### config.mk
export PLATFORM = sky130hd
export DESIGN_NAME = uart_tx_framer_flat
export DESIGN_NICKNAME = d
export VERILOG_FILES = /design/src/rtl/uart_frame_pkg.sv /design/src/rtl/uart_tx_framer_if.sv /design/src/rtl/uart_word_fifo.sv /design/src/rtl/uart_tx_framer.sv /design/src/flat_wrapper.sv
export SDC_FILE = /design/constraint.sdc
export NUM_CORES = 1
export LEC_CHECK = 0
export ABC_AREA = 1
export CORE_MARGIN = 2
export CORE_UTILIZATION = 46
export DETAILED_ROUTE_END_ITERATION = 7
export PLACE_DENSITY = 0.71
export SETUP_SLACK_MARGIN = 0.2
export SKIP_LAST_GASP = 1
export SYNTH_ARGS = -nofsm -noshare
export SYNTH_HDL_FRONTEND = slang
export SYNTH_SLANG_ARGS = --single-unit
### constraint.sdc
create_clock -name clk_i -period 4.4 [get_ports clk_i]
set_input_delay 1.1 -clock clk_i [delete_from_list [all_inputs] [get_ports clk_i]]
set_output_delay 1.1 -clock clk_i [all_outputs]
set_load 0.05 [all_outputs]
### src/rtl/uart_frame_pkg.sv
// Shared constants and types for the UART telemetry packet framer.
package uart_frame_pkg;

    localparam logic [7:0] SYNC_BYTE = 8'hA5;

    typedef enum logic [1:0] {
        ST_IDLE = 2'd0,
        ST_REQ  = 2'd1,
        ST_WAIT = 2'd2
    } framer_state_t;

    // Width of an index counting 0..n-1, never less than one bit.
    function automatic int byte_idx_w(input int n);
        return (n <= 2) ? 1 : $clog2(n);
    endfunction

endpackage

### src/rtl/uart_tx_framer_if.sv
// Word input stream and transmitter byte handshake of the packet framer.
interface uart_tx_framer_if #(
    parameter int WORD_W = 16
);
    import uart_frame_pkg::*;

    // Word side: a word transfers on a clock edge where word_valid_i && word_ready_o;
    // transmitter side: tx_start_o holds with tx_data_o until tx_busy_i is seen high,
    // and tx_data_o then stays put until tx_busy_i falls.
    logic              word_valid_i;
    logic [WORD_W-1:0] word_i;
    logic              word_ready_o;
    logic              overflow_o;
    logic              tx_start_o;
    logic [7:0]        tx_data_o;
    logic              tx_busy_i;
    logic              frame_busy_o;
    framer_state_t     fsm_state;

    modport master (
        output word_valid_i, word_i, tx_busy_i,
        input  word_ready_o, overflow_o, tx_start_o, tx_data_o, frame_busy_o, fsm_state
    );

    modport slave (
        input  word_valid_i, word_i, tx_busy_i,
        output word_ready_o, overflow_o, tx_start_o, tx_data_o, frame_busy_o, fsm_state
    );

endinterface

### src/rtl/uart_word_fifo.sv
// Synchronous word FIFO with occupancy count; pushes when full and pops when empty are ignored.
module uart_word_fifo #(
    parameter int WORD_W     = 16,
    parameter int FIFO_DEPTH = 8
) (
    input  logic                          clk,
    input  logic                          reset,
    input  logic                          push,
    input  logic [WORD_W-1:0]             data_in,
    input  logic                          pop,
    output logic [WORD_W-1:0]             head,
    output logic [$clog2(FIFO_DEPTH):0]   count,
    output logic                          full,
    output logic                          empty
);
    localparam int AW = $clog2(FIFO_DEPTH);
    localparam int CW = AW + 1;

    logic [WORD_W-1:0] mem [FIFO_DEPTH];
    logic [AW-1:0]     wr_ptr;
    logic [AW-1:0]     rd_ptr;
    logic              do_push;
    logic              do_pop;

    assign full    = (count == CW'(FIFO_DEPTH));
    assign empty   = (count == '0);
    assign do_push = push && !full;
    assign do_pop  = pop && !empty;
    assign head    = mem[rd_ptr];

    always_ff @(posedge clk) begin
        if (do_push) begin
            mem[wr_ptr] <= data_in;
        end
    end

    always_ff @(posedge clk) begin
        if (reset) begin
            wr_ptr <= '0;
            rd_ptr <= '0;
            count  <= '0;
        end else begin
            if (do_push) wr_ptr <= wr_ptr + 1'b1;
            if (do_pop)  rd_ptr <= rd_ptr + 1'b1;
            case ({do_push, do_pop})
                2'b10:   count <= count + 1'b1;
                2'b01:   count <= count - 1'b1;
                default: count <= count;
            endcase
        end
    end

endmodule

### src/rtl/uart_tx_framer.sv
// Packs groups of telemetry words into SYNC/SEQ/payload/CSUM frames and feeds them
// one byte at a time into a UART transmitter's start/busy handshake.
module uart_tx_framer
    import uart_frame_pkg::*;
#(
    parameter int WORD_W     = 16,
    parameter int N_WORDS    = 2,
    parameter int FIFO_DEPTH = 8
) (
    input  logic             clk_i,
    input  logic             reset_i,
    uart_tx_framer_if.slave  bus
);
    localparam int BPW       = WORD_W / 8;
    localparam int FRAME_LEN = N_WORDS * BPW + 3;
    localparam int PW        = byte_idx_w(FRAME_LEN);
    localparam int SW        = byte_idx_w(BPW);
    localparam int CW        = $clog2(FIFO_DEPTH) + 1;
    localparam logic [PW-1:0] POS_CSUM  = PW'(FRAME_LEN - 1);
    localparam logic [SW-1:0] SEL_LAST  = SW'(BPW - 1);
    localparam logic [CW-1:0] FRAME_CNT = CW'(N_WORDS);

    framer_state_t     state, state_n;
    logic [7:0]        tx_data;
    logic [PW-1:0]     pos, pos_n, pos_inc;
    logic [SW-1:0]     byte_sel, sel_n;
    logic [7:0]        csum;
    logic [7:0]        seq;
    logic              overflow;

    logic              load;
    logic [7:0]        next_byte;
    logic              csum_add;
    logic              csum_clr;
    logic              seq_inc;
    logic              pop_req;

    logic [WORD_W-1:0] fifo_head;
    logic [WORD_W-1:0] head_shift;
    logic [CW-1:0]     fifo_count;
    logic              fifo_full;
    logic              fifo_empty;
    logic              word_ready;

    uart_word_fifo #(
        .WORD_W    (WORD_W),
        .FIFO_DEPTH(FIFO_DEPTH)
    ) u_fifo (
        .clk    (clk_i),
        .reset  (reset_i),
        .push   (bus.word_valid_i),
        .data_in(bus.word_i),
        .pop    (pop_req && !fifo_empty),
        .head   (fifo_head),
        .count  (fifo_count),
        .full   (fifo_full),
        .empty  (fifo_empty)
    );

    assign word_ready = !fifo_full;
    // Payload bytes come from the FIFO head, MSB byte first; the word leaves with its last byte.
    assign head_shift = fifo_head << {byte_sel, 3'b000};
    assign pos_inc    = pos + 1'b1;

    always_comb begin
        state_n   = state;
        pos_n     = pos;
        sel_n     = byte_sel;
        load      = 1'b0;
        next_byte = tx_data;
        csum_add  = 1'b0;
        csum_clr  = 1'b0;
        seq_inc   = 1'b0;
        pop_req   = 1'b0;
        case (state)
            ST_IDLE: begin
                if (fifo_count >= FRAME_CNT) begin
                    state_n   = ST_REQ;
                    load      = 1'b1;
                    next_byte = SYNC_BYTE;
                    pos_n     = '0;
                    sel_n     = '0;
                    csum_clr  = 1'b1;
                end
            end
            ST_REQ: begin
                if (bus.tx_busy_i) state_n = ST_WAIT;
            end
            ST_WAIT: begin
                if (!bus.tx_busy_i) begin
                    if (pos == POS_CSUM) begin
                        state_n = ST_IDLE;
                        seq_inc = 1'b1;
                    end else begin
                        state_n = ST_REQ;
                        load    = 1'b1;
                        pos_n   = pos_inc;
                        if (pos == '0) begin
                            next_byte = seq;
                            csum_add  = 1'b1;
                        end else if (pos_inc == POS_CSUM) begin
                            next_byte = csum;
                        end else begin
                            next_byte = head_shift[WORD_W-1 -: 8];
                            csum_add  = 1'b1;
                            if (byte_sel == SEL_LAST) begin
                                pop_req = 1'b1;
                                sel_n   = '0;
                            end else begin
                                sel_n = byte_sel + 1'b1;
                            end
                        end
                    end
                end
            end
            default: state_n = ST_IDLE;
        endcase
    end

    always_ff @(posedge clk_i) begin
        if (reset_i) begin
            state    <= ST_IDLE;
            tx_data  <= 8'h00;
            pos      <= '0;
            byte_sel <= '0;
            csum     <= 8'h00;
            seq      <= 8'h00;
            overflow <= 1'b0;
        end else begin
            state    <= state_n;
            pos      <= pos_n;
            byte_sel <= sel_n;
            if (load) tx_data <= next_byte;
            if (csum_clr) begin
                csum <= 8'h00;
            end else if (csum_add) begin
                csum <= csum + next_byte;
            end
            if (seq_inc) seq <= seq + 8'd1;
            if (bus.word_valid_i && !word_ready) overflow <= 1'b1;
        end
    end

    assign bus.word_ready_o = word_ready;
    assign bus.overflow_o   = overflow;
    assign bus.tx_start_o   = (state == ST_REQ);
    assign bus.tx_data_o    = tx_data;
    assign bus.frame_busy_o = (state != ST_IDLE);
    assign bus.fsm_state    = state;

endmodule

### src/flat_wrapper.sv
// flat-port wrapper written by rule: the top's interface ports become plain ports
module uart_tx_framer_flat import uart_frame_pkg::*;
#(
    parameter int WORD_W     = 16,
    parameter int N_WORDS    = 2,
    parameter int FIFO_DEPTH = 8
)
  (clk_i, reset_i, bus_word_valid_i, bus_word_i, bus_tx_busy_i, bus_word_ready_o, bus_overflow_o, bus_tx_start_o, bus_tx_data_o, bus_frame_busy_o, bus_fsm_state);
  uart_tx_framer_if #(.WORD_W(WORD_W)) bus_i ();
  input  logic clk_i;
  input  logic reset_i;
  input wire logic [$bits(bus_i.word_valid_i)-1:0] bus_word_valid_i;
  input wire logic [$bits(bus_i.word_i)-1:0] bus_word_i;
  input wire logic [$bits(bus_i.tx_busy_i)-1:0] bus_tx_busy_i;
  output wire logic [$bits(bus_i.word_ready_o)-1:0] bus_word_ready_o;
  output wire logic [$bits(bus_i.overflow_o)-1:0] bus_overflow_o;
  output wire logic [$bits(bus_i.tx_start_o)-1:0] bus_tx_start_o;
  output wire logic [$bits(bus_i.tx_data_o)-1:0] bus_tx_data_o;
  output wire logic [$bits(bus_i.frame_busy_o)-1:0] bus_frame_busy_o;
  output wire logic [$bits(bus_i.fsm_state)-1:0] bus_fsm_state;
  assign bus_i.word_valid_i = bus_word_valid_i;
  assign bus_i.word_i = bus_word_i;
  assign bus_i.tx_busy_i = bus_tx_busy_i;
  assign bus_word_ready_o = bus_i.word_ready_o;
  assign bus_overflow_o = bus_i.overflow_o;
  assign bus_tx_start_o = bus_i.tx_start_o;
  assign bus_tx_data_o = bus_i.tx_data_o;
  assign bus_frame_busy_o = bus_i.frame_busy_o;
  assign bus_fsm_state = bus_i.fsm_state;
  uart_tx_framer #(.WORD_W(WORD_W), .N_WORDS(N_WORDS), .FIFO_DEPTH(FIFO_DEPTH)) u_core (.clk_i(clk_i), .reset_i(reset_i), .bus(bus_i));
endmodule
==> results.cfg <==
[status]
outcome = finished clean

[worst_setup_path]
cpMaxStageDelayCell = clkdlybuf4s50_1
crit_path_start = bus_tx_busy_i
worstPathArrival_ns = 4.00
path_cells = clkdlybuf4s50_1 -> inv_1 -> nand2_1 -> inv_1 -> o211ai_1 -> a21oi_1 -> o221ai_2 -> ha_1 -> fa_1 -> a21o_1 -> a21oi_1 -> o21ai_0 -> a21oi_1 -> xnor2_1 -> o21ai_0 -> inv_1
regToRegStartpoint = u_core.pos[0]$_SDFFE_PP0P_
cp_top_family = compound AO/OA/AOI/OAI gates
critical_path_peak_fanout = 9
cpPeakStageDelay_ns = 0.48
start_kind = input pin
end_kind = flop
cp.buffers_inverters = 4
cp.required_ns = 4.72
crit_type = input pin to flop

[run]
maxCapViolCount = 0

[power_and_ir_drop]
ir_worst_vdd_mv = 0.2934
power_density_nw_per_um2 = 420.0
p_leak_nw = 3.172

[finish]
n_antenna_cell = 0
drive_gt1_share_pct = 8.119
final_nets = 803
nFillCells = 1371
multi_input_area_um2 = 2392
syn_to_final_growth_pct = 15.70
seq_area_um2 = 4726
final_cells = 992
utilization_pct = 54.63

[die]
die_h_um = 131.7
core_um2 = 15890
initial_core_util_pct = 47.22
die-area_um2 = 17340
fp.dieW_um = 131.7
pin_count = 34
fp-row-count = 46

[route]
drt_iter0_markers = 613
dr.pass1.iters = 5
ant_nets = 0
vias_per_cell = 5.504
wl_um = 16880
post-route-drc-count = 0
num_vias = 5460
wl_per_cell_um = 17.02

[cts]
cts_tree = done
worstSkewPairLatency_ns = 0.43
cts_buffer_depth = 2
htreeDepth = 4
numCtsBuffers = 17
cts_root_buffer = clkbuf_16
cts_hold_buf = 0
clock_sinks = 172
cts_setup_buffers = 0
clk_pin_slew_ns = 0.06
cts_resized = 0

[sta]
tightest_slew_ns = 0.7595
post-route-min-period_ns = 3.676
skew_ns = 0.01290
finalSetupTns_ns = 0
drv_slew = 0
maxSlewHeadroom_pct = 49.30
grt_setup_unrepaired = no
max_freq_mhz = 272.0
setup_viol = 0
hold_slack_ns = 0.4482
period_share_pct = 83.56
finalHoldViolations = 0

[global_route]
first_global_vias = 5499
grt_first_pass_wirelength_um = 27120
antenna_found_initial = 0
grt_max_degree = 67
gr-total-overflow = 0
track_usage_pct = 20.10

[placement]
dpl.hpwl_um = 10310
place_congestion = 0.8631
port_buffers = 33
placed_cells = 960

[hold_path]
worstHoldStart = u_core.bus.overflow_o$_SDFFE_PP0P_
hold_class = flop to flop

[logic_synthesis]
synth_top_area_share_pct = 51.24
synth_nets = 763
synth_top_family_by_area = simple AND/OR/NAND/NOR gates
synth_compound_area_share_pct = 12.83
synth_area_leaders = edfxtp_1, dfxtp_1, o21ai_0
synth_most_common_cell = edfxtp_1
synthFlopType = edfxtp_1
synth_top_area_cell = edfxtp_1
synth-edff-count = 128
syn_inst = 723
synthAdderAreaFrac_pct = 3.536
avgSynthCellArea_um2 = 10.37
synthArstFlopShare_pct = 0
synth_cell_types = 39
synth_common_cells = edfxtp_1, nand2_1, nor2_1
yosysWarningCount = 0
synth_seq_area_share_pct = 62.99
netlist_area_um2 = 7501
ys_ff_latch = 172
synth-simple-area-share_pct = 14.48
synth.area.mux_share_pct = 0
synth-xor-area-share_pct = 1.051
-- registers in the layout, indices dropped and copies added (netlist names), 3 cells and up, named ones only --
signal / flops
u_core.bus.tx_data_o: 8
u_core.csum: 8
u_core.seq: 8
u_core.pos: 3
u_core.u_fifo.count: 4
u_core.u_fifo.mem: 128
u_core.u_fifo.wr_ptr: 3
u_core.u_fifo.rd_ptr: 3
-- final cells by class --
| cell class | count | area share, % |
|---|---|---|
| timing repair buffer | 48 | 5.104 |
| sequential | 172 | 54.46 |
| clock inverter | 13 | 1.889 |
| clock buffer | 19 | 4.988 |
| tap | 216 | 3.114 |
| inverter | 66 | 2.884 |
| multi-input combinational | 458 | 27.57 |
-- logic make-up (layout without fill, tap and decap cells) --
family | count (synthesis) | count (layout)
buf+inv | 93 | 146
compound gates | 177 | 177
xor+xnor | 9 | 9
simple gates | 252 | 252
fa+ha+maj | 20 | 20
flops | 172 | 172
-- per-layer routing --
metal	part of all wire (%)	GRT usage, %	vias up
met1	41	24.28	2629
met2	50	34.15	186
met3	6.0	3.897	36
met4	3.1	10.57	0
li1	-	-	2609
met5	0	0	-
-- path summary, 6_finish.rpt --
path	to	cells after the start	slack, ns
setup / recovery	u_core.csum[6]$_SDFFE_PP0P_	16	0.72
hold / removal	u_core.bus.overflow_o$_SDFFE_PP0P_	2	0.45
setup reg to reg	u_core.csum[6]$_SDFFE_PP0P_	20	0.90
hold reg to reg	u_core.bus.overflow_o$_SDFFE_PP0P_	2	0.45
-- stage by stage --
| step | setup slack (ns) | area, um2 | total power, W |
|---|---|---|---|
| 3_5_place_dp | 0.3841 | 8082 | 0.002167 |
| 5_1_grt | 0.5306 | 8678 | 0.003766 |
| 6_report | 0.7235 | 8678 | 0.003645 |
| 2_1_floorplan | 1.011 | 7501 | 0.002040 |
| 3_3_place_gp | 0.4438 | 8082 | 0.002158 |
| 4_1_cts | 0.7764 | 8678 | 0.003664 |
-- layout by cell type (no fill, tap or decap), types with 2 or more instances in the layout --
cell type	n
a211oi_1	4
inv_1	59
and2_1	3
xor2_1	4
ha_1	18
clkdlybuf4s50_1	33
nand3_1	39
o21ai_0	75
o211ai_1	8
buf_4	15
edfxtp_1	128
a21oi_1	45
clkbuf_16	17
dfxtp_1	43
o21ai_1	18
bufinv_16	3
xnor2_1	5
nor2_4	2
nor2_2	2
nand4_1	3
nor3_2	3
clkinvlp_4	2
nor3_1	3
inv_2	5
clkinv_1	2
clkbuf_1	2
nor2_1	91
o22ai_1	24
fa_1	2
clkinv_2	3
nand2_1	99
inv_6	3
-- tightest hold or removal path, delay by kind of cell (launching register included) --
kind	cells	cell delay [ns]
compound gates	1	0.05
buf+inv	1	0.04
flops	1	0.31
-- report_power, final --
part	total, W	internal (W)	switching, W
sequential	0.00181	0.00179	0.0000229
combinational	0.000325	0.000102	0.000223
clock	0.00151	0.000897	0.000614
No activity file was read; power rests on OpenSTA's default activity.
